==> src/rtl/urv_irq_ctrl_if.sv <==
// Register-port bundle between software-facing bus logic and urv_irq_ctrl.
interface urv_irq_ctrl_if;
  localparam int unsigned ADDR_W = 2;
  localparam int unsigned DATA_W = 32;

  logic [ADDR_W-1:0] reg_addr_i;
  logic              reg_we_i;
  logic              reg_re_i;
  logic [DATA_W-1:0] reg_wdata_i;
  logic [DATA_W-1:0] reg_rdata_o;

  modport master (
    output reg_addr_i,
    output reg_we_i,
    output reg_re_i,
    output reg_wdata_i,
    input  reg_rdata_o
  );

  modport slave (
    input  reg_addr_i,
    input  reg_we_i,
    input  reg_re_i,
    input  reg_wdata_i,
    output reg_rdata_o
  );
endinterface

==> src/rtl/urv_irq_ctrl.sv <==
// Interrupt aggregator: synchronises, latches (edge/level), masks and prioritises external IRQs.
// Optional macro URV_IRQ_CTRL_CLAIM_CLEAR_EN: a CLAIM read clears the claimed edge-type line.
module urv_irq_ctrl #(
  parameter int unsigned NUM_IRQS    = 8,
  parameter int unsigned SYNC_STAGES = 2
) (
  input  logic                clk_i,
  input  logic                rst_n_i,
  input  logic [NUM_IRQS-1:0] irq_i,
  urv_irq_ctrl_if.slave       reg_bus,
  output logic                exp_irq_o,
  output logic [4:0]          irq_id_o
);

  localparam int unsigned ID_W   = 5;
  localparam int unsigned DATA_W = 32;

  localparam logic [1:0] ADDR_PENDING = 2'd0;
  localparam logic [1:0] ADDR_ENABLE  = 2'd1;
  localparam logic [1:0] ADDR_EDGE    = 2'd2;
  localparam logic [1:0] ADDR_CLAIM   = 2'd3;

  logic [SYNC_STAGES-1:0][NUM_IRQS-1:0] sync_q, sync_d;
  logic [NUM_IRQS-1:0] sync_dly_q, sync_dly_d;
  logic [NUM_IRQS-1:0] pending_q, pending_d;
  logic [NUM_IRQS-1:0] enable_q, enable_d;
  logic [NUM_IRQS-1:0] edge_q, edge_d;
  logic                exp_irq_q, exp_irq_d;
  logic [ID_W-1:0]     irq_id_q, irq_id_d;

  logic [NUM_IRQS-1:0] sync_c, rise_c, active_c, w1c_c, claim_clr_c;
  logic [ID_W-1:0]     claim_id_c;
  logic                any_active_c;
  logic                wr_pending_c, wr_enable_c, wr_edge_c;
  logic                unused_bits_c;

  // Upper write-data bits and (in the default build) the read strobe carry no function
  assign unused_bits_c = ^{reg_bus.reg_wdata_i[DATA_W-1:NUM_IRQS], reg_bus.reg_re_i};

  assign wr_pending_c = reg_bus.reg_we_i && (reg_bus.reg_addr_i == ADDR_PENDING);
  assign wr_enable_c  = reg_bus.reg_we_i && (reg_bus.reg_addr_i == ADDR_ENABLE);
  assign wr_edge_c    = reg_bus.reg_we_i && (reg_bus.reg_addr_i == ADDR_EDGE);

  // Input synchroniser chain and one-cycle delayed copy for rise detection
  always_comb begin
    sync_d    = sync_q;
    sync_d[0] = irq_i;
    for (int unsigned k = 1; k < SYNC_STAGES; k++) begin
      sync_d[k] = sync_q[k-1];
    end
    sync_c     = sync_q[SYNC_STAGES-1];
    sync_dly_d = sync_c;
    rise_c     = sync_c & ~sync_dly_q;
  end

  assign active_c     = pending_q & enable_q;
  assign any_active_c = |active_c;

  // Lowest-numbered active line wins
  always_comb begin
    claim_id_c = '0;
    for (int n = int'(NUM_IRQS) - 1; n >= 0; n--) begin
      if (active_c[n]) claim_id_c = ID_W'(n);
    end
  end

  always_comb begin
    claim_clr_c = '0;
`ifdef URV_IRQ_CTRL_CLAIM_CLEAR_EN
    for (int n = 0; n < int'(NUM_IRQS); n++) begin
      claim_clr_c[n] = reg_bus.reg_re_i && (reg_bus.reg_addr_i == ADDR_CLAIM) &&
                       any_active_c && (claim_id_c == ID_W'(n));
    end
`endif
  end

  assign w1c_c = wr_pending_c ? reg_bus.reg_wdata_i[NUM_IRQS-1:0] : '0;

  // Edge lines: sticky with clear, a same-cycle rise wins; level lines follow the input
  always_comb begin
    pending_d = pending_q;
    for (int n = 0; n < int'(NUM_IRQS); n++) begin
      if (edge_q[n]) begin
        pending_d[n] = (pending_q[n] & ~w1c_c[n] & ~claim_clr_c[n]) | rise_c[n];
      end else begin
        pending_d[n] = sync_c[n];
      end
    end
  end

  always_comb begin
    enable_d = enable_q;
    edge_d   = edge_q;
    if (wr_enable_c) enable_d = reg_bus.reg_wdata_i[NUM_IRQS-1:0];
    if (wr_edge_c)   edge_d   = reg_bus.reg_wdata_i[NUM_IRQS-1:0];
  end

  assign exp_irq_d = any_active_c;
  assign irq_id_d  = claim_id_c;

  always_ff @(posedge clk_i or negedge rst_n_i) begin
    if (!rst_n_i) begin
      sync_q     <= '0;
      sync_dly_q <= '0;
      pending_q  <= '0;
      enable_q   <= '0;
      edge_q     <= '0;
      exp_irq_q  <= 1'b0;
      irq_id_q   <= '0;
    end else begin
      sync_q     <= sync_d;
      sync_dly_q <= sync_dly_d;
      pending_q  <= pending_d;
      enable_q   <= enable_d;
      edge_q     <= edge_d;
      exp_irq_q  <= exp_irq_d;
      irq_id_q   <= irq_id_d;
    end
  end

  // Read mux sees register state before any same-cycle write lands
  always_comb begin
    reg_bus.reg_rdata_o = '0;
    case (reg_bus.reg_addr_i)
      ADDR_PENDING: reg_bus.reg_rdata_o = DATA_W'(pending_q);
      ADDR_ENABLE:  reg_bus.reg_rdata_o = DATA_W'(enable_q);
      ADDR_EDGE:    reg_bus.reg_rdata_o = DATA_W'(edge_q);
      ADDR_CLAIM:   reg_bus.reg_rdata_o = {any_active_c, 26'd0, claim_id_c};
      default:      reg_bus.reg_rdata_o = '0;
    endcase
  end

  assign exp_irq_o = exp_irq_q;
  assign irq_id_o  = irq_id_q;

endmodule

==> src/flat_wrapper.sv <==
// flat-port wrapper written by rule: the top's interface ports become plain ports
module urv_irq_ctrl_flat 
#(
  parameter int unsigned NUM_IRQS    = 8,
  parameter int unsigned SYNC_STAGES = 2
)
  (clk_i, rst_n_i, irq_i, exp_irq_o, irq_id_o, reg_bus_reg_addr_i, reg_bus_reg_we_i, reg_bus_reg_re_i, reg_bus_reg_wdata_i, reg_bus_reg_rdata_o);
  urv_irq_ctrl_if reg_bus_i ();
  input  logic clk_i;
  input  logic rst_n_i;
  input  logic [NUM_IRQS-1:0] irq_i;
  output logic exp_irq_o;
  output logic [4:0] irq_id_o;
  input wire logic [$bits(reg_bus_i.reg_addr_i)-1:0] reg_bus_reg_addr_i;
  input wire logic [$bits(reg_bus_i.reg_we_i)-1:0] reg_bus_reg_we_i;
  input wire logic [$bits(reg_bus_i.reg_re_i)-1:0] reg_bus_reg_re_i;
  input wire logic [$bits(reg_bus_i.reg_wdata_i)-1:0] reg_bus_reg_wdata_i;
  output wire logic [$bits(reg_bus_i.reg_rdata_o)-1:0] reg_bus_reg_rdata_o;
  assign reg_bus_i.reg_addr_i = reg_bus_reg_addr_i;
  assign reg_bus_i.reg_we_i = reg_bus_reg_we_i;
  assign reg_bus_i.reg_re_i = reg_bus_reg_re_i;
  assign reg_bus_i.reg_wdata_i = reg_bus_reg_wdata_i;
  assign reg_bus_reg_rdata_o = reg_bus_i.reg_rdata_o;
  urv_irq_ctrl #(.NUM_IRQS(NUM_IRQS), .SYNC_STAGES(SYNC_STAGES)) u_core (.clk_i(clk_i), .rst_n_i(rst_n_i), .irq_i(irq_i), .reg_bus(reg_bus_i), .exp_irq_o(exp_irq_o), .irq_id_o(irq_id_o));
endmodule
==> config.mk <==
export PLATFORM = sky130hd
export DESIGN_NAME = urv_irq_ctrl_flat
export DESIGN_NICKNAME = d
export VERILOG_FILES = /design/src/rtl/urv_irq_ctrl_if.sv /design/src/rtl/urv_irq_ctrl.sv /design/src/flat_wrapper.sv
export SDC_FILE = /design/constraint.sdc
export NUM_CORES = 1
export LEC_CHECK = 0
export BUFFER_PORTS_ARGS = -buffer_cell sky130_fd_sc_hd__buf_2
export CAP_MARGIN = 15
export CORE_MARGIN = 8
export CORE_UTILIZATION = 35
export CTS_CLUSTER_DIAMETER = 30
export DETAILED_ROUTE_END_ITERATION = 7
export REMOVE_ABC_BUFFERS = 1
export SLEW_MARGIN = 20
export SYNTH_ARGS = -nofsm -noshare
export SYNTH_HDL_FRONTEND = slang
export SYNTH_SLANG_ARGS = --single-unit
==> constraint.sdc <==
create_clock -name clk_i -period 1.6 [get_ports clk_i]
set_input_delay 0.08 -clock clk_i [delete_from_list [all_inputs] [get_ports clk_i]]
set_output_delay 0.08 -clock clk_i [all_outputs]
set_load 0.1 [all_outputs]
==> flow_metrics.py <==
metrics = {
    "timing": {
        "skew_ns": 0.00572,
        "postLayoutSetupSlackWorst_ns": -0.377,
        "maxSlewViolCount": 0,
        "rsz0062_at_grt": "yes",
        "hold_ws_ns": 0.0311,
        "period_minus_slack_ns": 1.98,
        "period_share": 1.24,
        "finalHoldViolations": 0,
        "fmax_mhz": 506,
        "finalSetupViolations": 4,
    },
    "worst_setup_path": {
        "crit_chain": "a22o_1, nor3b_4, nor2_2, mux4_2, buf_6",
        "slowest_delay_ns": 0.47,
        "slowest_stage": "mux4_2",
        "crit_type": "register to primary output",
        "end_kind": "primary output",
        "cp_max_fo": 2,
        "worstSetupStartpointType": "register",
        "cp.arrival_ns": 1.90,
        "cp.required_ns": 1.52,
    },
    "routing": {
        "firstDrtPassIters": 4,
        "vias": 1412,
        "remaining_drc_errors": 0,
        "via_per_inst": 4.43,
        "ant_nets": 0,
        "routed_wl_mm": 4.47,
        "wl_per_cell_microns": 14.0,
        "drt_first_iter_violations": 66,
    },
    "floorplanning": {
        "start_util": 0.365,
        "fp.dieW_microns": 94.8,
        "ios": 84,
        "core_sq_um": 5960,
        "die_h_microns": 94.8,
        "dieArea_sq_um": 8990,
        "rows": 28,
    },
    "clocking": {
        "worstSkewPairLatency_ns": 0.30,
        "cts_tree": "done",
        "path_clk_slew_ns": 0.09,
        "cts-root-buf": "clkbuf_8",
        "clk_path_buf_depth": 2,
        "ctsHtreeMaxLevel": 2,
        "cts.sinks": 52,
        "cts_made_buffers": 5,
    },
    "place": {
        "place_area_sq_um": 2640,
        "portBuffers": 33,
        "dp_hpwl_mm": 3.32,
        "dp.cells": 301,
        "gp_congestion": 0.758,
    },
    "pwr": {
        "irDropWorstVdd_v": 0.000931,
        "power_density_nw_per_um2": 1450,
        "p_leak_nw": 1.33,
        "power_mw": 4.18,
    },
    "yosys": {
        "synthesis.area_sq_um": 2170,
        "syn_inst": 170,
        "yosysSeqAreaShare": 0.599,
        "synth_seq_cells": 52,
        "synth_warnings": 0,
        "syn_area_per_cell_sq_um": 12.8,
        "synth_cell_type_count": 26,
    },
    "global_routing": {
        "antenna_found_initial": 0,
        "gr-total-overflow": 0,
        "grt_pass1_wl_mm": 7.28,
        "grt_pass1_vias": 1496,
        "gr-usage-all-layers": 0.106,
        "grt_max_degree": 33,
    },
    "final_layout": {
        "layout.cells.non_filler": 319,
        "fin_nets": 289,
        "regArea_sq_um": 1300,
        "layout-area-overhead-vs-synth_pct": 32.1,
        "multi_input_area_sq_um": 762,
        "diodes": 0,
        "fin_area_sq_um": 2870,
        "final_layout_size_suffix_gt1_frac": 0.385,
        "fillers": 541,
    },
    "status": {
        "status": "finished, violations left",
        "violations": "negative setup slack",
    },
    "run": {
        "drv_cap": 0,
    },
    "worst_hold_path": {
        "worstHoldPathType": "input pin to register",
    },
}
## sequential cells by signal (all words and copies together), names as in the netlist
signal             flops
u_core.sync_c          8
u_core.sync_dly_q      8
u_core.pending_q       8
u_core.edge_q          8
u_core.exp_irq_o       1
u_core.sync_d          8
u_core.irq_id_o        3
u_core.enable_q        8
## metrics by stage
stage / setup WS [ns] / TNS, ns / util
final: -0.377 / -0.929 / 0.482
after global routing: -0.456 / -1.35 / 0.482
after CTS: -0.403 / -1.08 / 0.480
after detailed placement: -0.141 / -0.253 / 0.443
after global placement: -0.124 / -0.200 / 0.443
after floorplan: -1.03 / -6.76 / -
## path summary, 6_finish.rpt
kind                                   startpoint  slack, ns  depth (start not counted)                      to
min reg2reg                     u_core.sync_d[13]       0.35                          0        u_core.sync_c[5]
max in group asynchronous                 rst_n_i       0.80                          3    u_core.sync_dly_q[4]
min                        reg_bus_reg_wdata_i[2]       0.03                          2        u_core.edge_q[2]
max                            u_core.enable_q[5]      -0.38                          5  reg_bus_reg_rdata_o[2]
min in group asynchronous                 rst_n_i       0.27                          2        u_core.edge_q[6]
max reg2reg                    u_core.enable_q[5]       0.41                          4        u_core.exp_irq_o
## where the power goes
part	internal (mW)	switching, mW	total (mW)
Sequential	1.49	0.102	1.59
Clock	0.463	0.422	0.885
Combinational	0.546	1.15	1.70
Total	2.50	1.68	4.18
## worst max-delay path: cells and delay by family (launching register included)
family / cells / cell delay (ns)
compound gates: 1 / 0.27
mux: 1 / 0.47
buf+inv: 1 / 0.20
flops: 1 / 0.39
simple gates: 2 / 0.27
## layout by cell type, fill, tap and decap left out, drive strengths merged
cell / netlist / layout
nor2b: 1 / 1
dfrtp: 52 / 52
bufinv: 0 / 1
a31oi: 2 / 2
a22o: 1 / 1
mux2i: 5 / 5
clkinv: 0 / 1
nor2: 1 / 1
o22ai: 1 / 1
nand4: 1 / 1
mux2: 17 / 17
conb: 1 / 25
mux4: 2 / 2
nand2: 30 / 30
buf: 26 / 61
nand3: 3 / 3
a32o: 8 / 8
clkinvlp: 0 / 1
dlygate4sd3: 0 / 9
o211ai: 1 / 1
a21oi: 1 / 1
nor3b: 2 / 2
and2: 2 / 2
nand3b: 1 / 1
clkbuf: 2 / 5
a22oi: 3 / 3
o21ai: 6 / 6
inv: 1 / 1
## layer usage
| layer | routed length (microns) | part of all wire | vias to the layer above | GRT usage |
|---|---|---|---|---|
| li1 | - | - | 693 | - |
| met1 | 2000 | 0.45 | 669 | 0.134 |
| met2 | 2050 | 0.46 | 46 | 0.162 |
| met3 | 352 | 0.079 | 4 | 0.0381 |
| met4 | 65 | 0.015 | 0 | 0.0429 |
| met5 | 0 | 0 | - | 0 |
## kinds of logic after synthesis
family          Yosys count  share of synthesized area
other cells               1                    0.00173
mux                      24                      0.132
simple gates             41                     0.0910
buf+inv                  29                     0.0950
compound gates           23                     0.0817
flops                    52                      0.599
## cells in the mapped netlist, drive strengths merged
cell type  count  area (sq um)
a32o           8          80.1
buf           26           195
a21oi          1          5.00
and2           2          12.5
conb           1          3.75
clkbuf         2          7.51
nand4          1          6.26
o22ai          1          6.26
mux4           2          45.0
dfrtp         52          1300
mux2i          5          50.1
inv            1          3.75
nor3b          2          31.3
mux2          17           191
a22oi          3          27.5
a22o           1          8.76
nand2         30           113
nand3          3          15.0
nor2           1          6.26
o211ai         1          7.51
nor2b          1          6.26
a31oi          2          12.5
nand3b         1          7.51
o21ai          6          30.0
## cell type report
cell class	count	area share
timing repair buffer	70	0.209
sequential	52	0.453
multi-input combinational	113	0.265
inverter	1	0.00131
tap	75	0.0327
clock buffer	5	0.0240
clock inverter	3	0.0148
## timing repair
| action | in CTS | in global routing |
|---|---|---|
| hold buffers | 9 | 0 |
| buffers inserted | 0 | 1 |
| gates resized for setup | 7 | 2 |
| pin swaps | 3 | 2 |
| endpoints found under the hold margin | 28 | 0 |
| endpoints found under the setup margin | 5 | 5 |
Note: power is estimated with default switching activity, not from simulation.
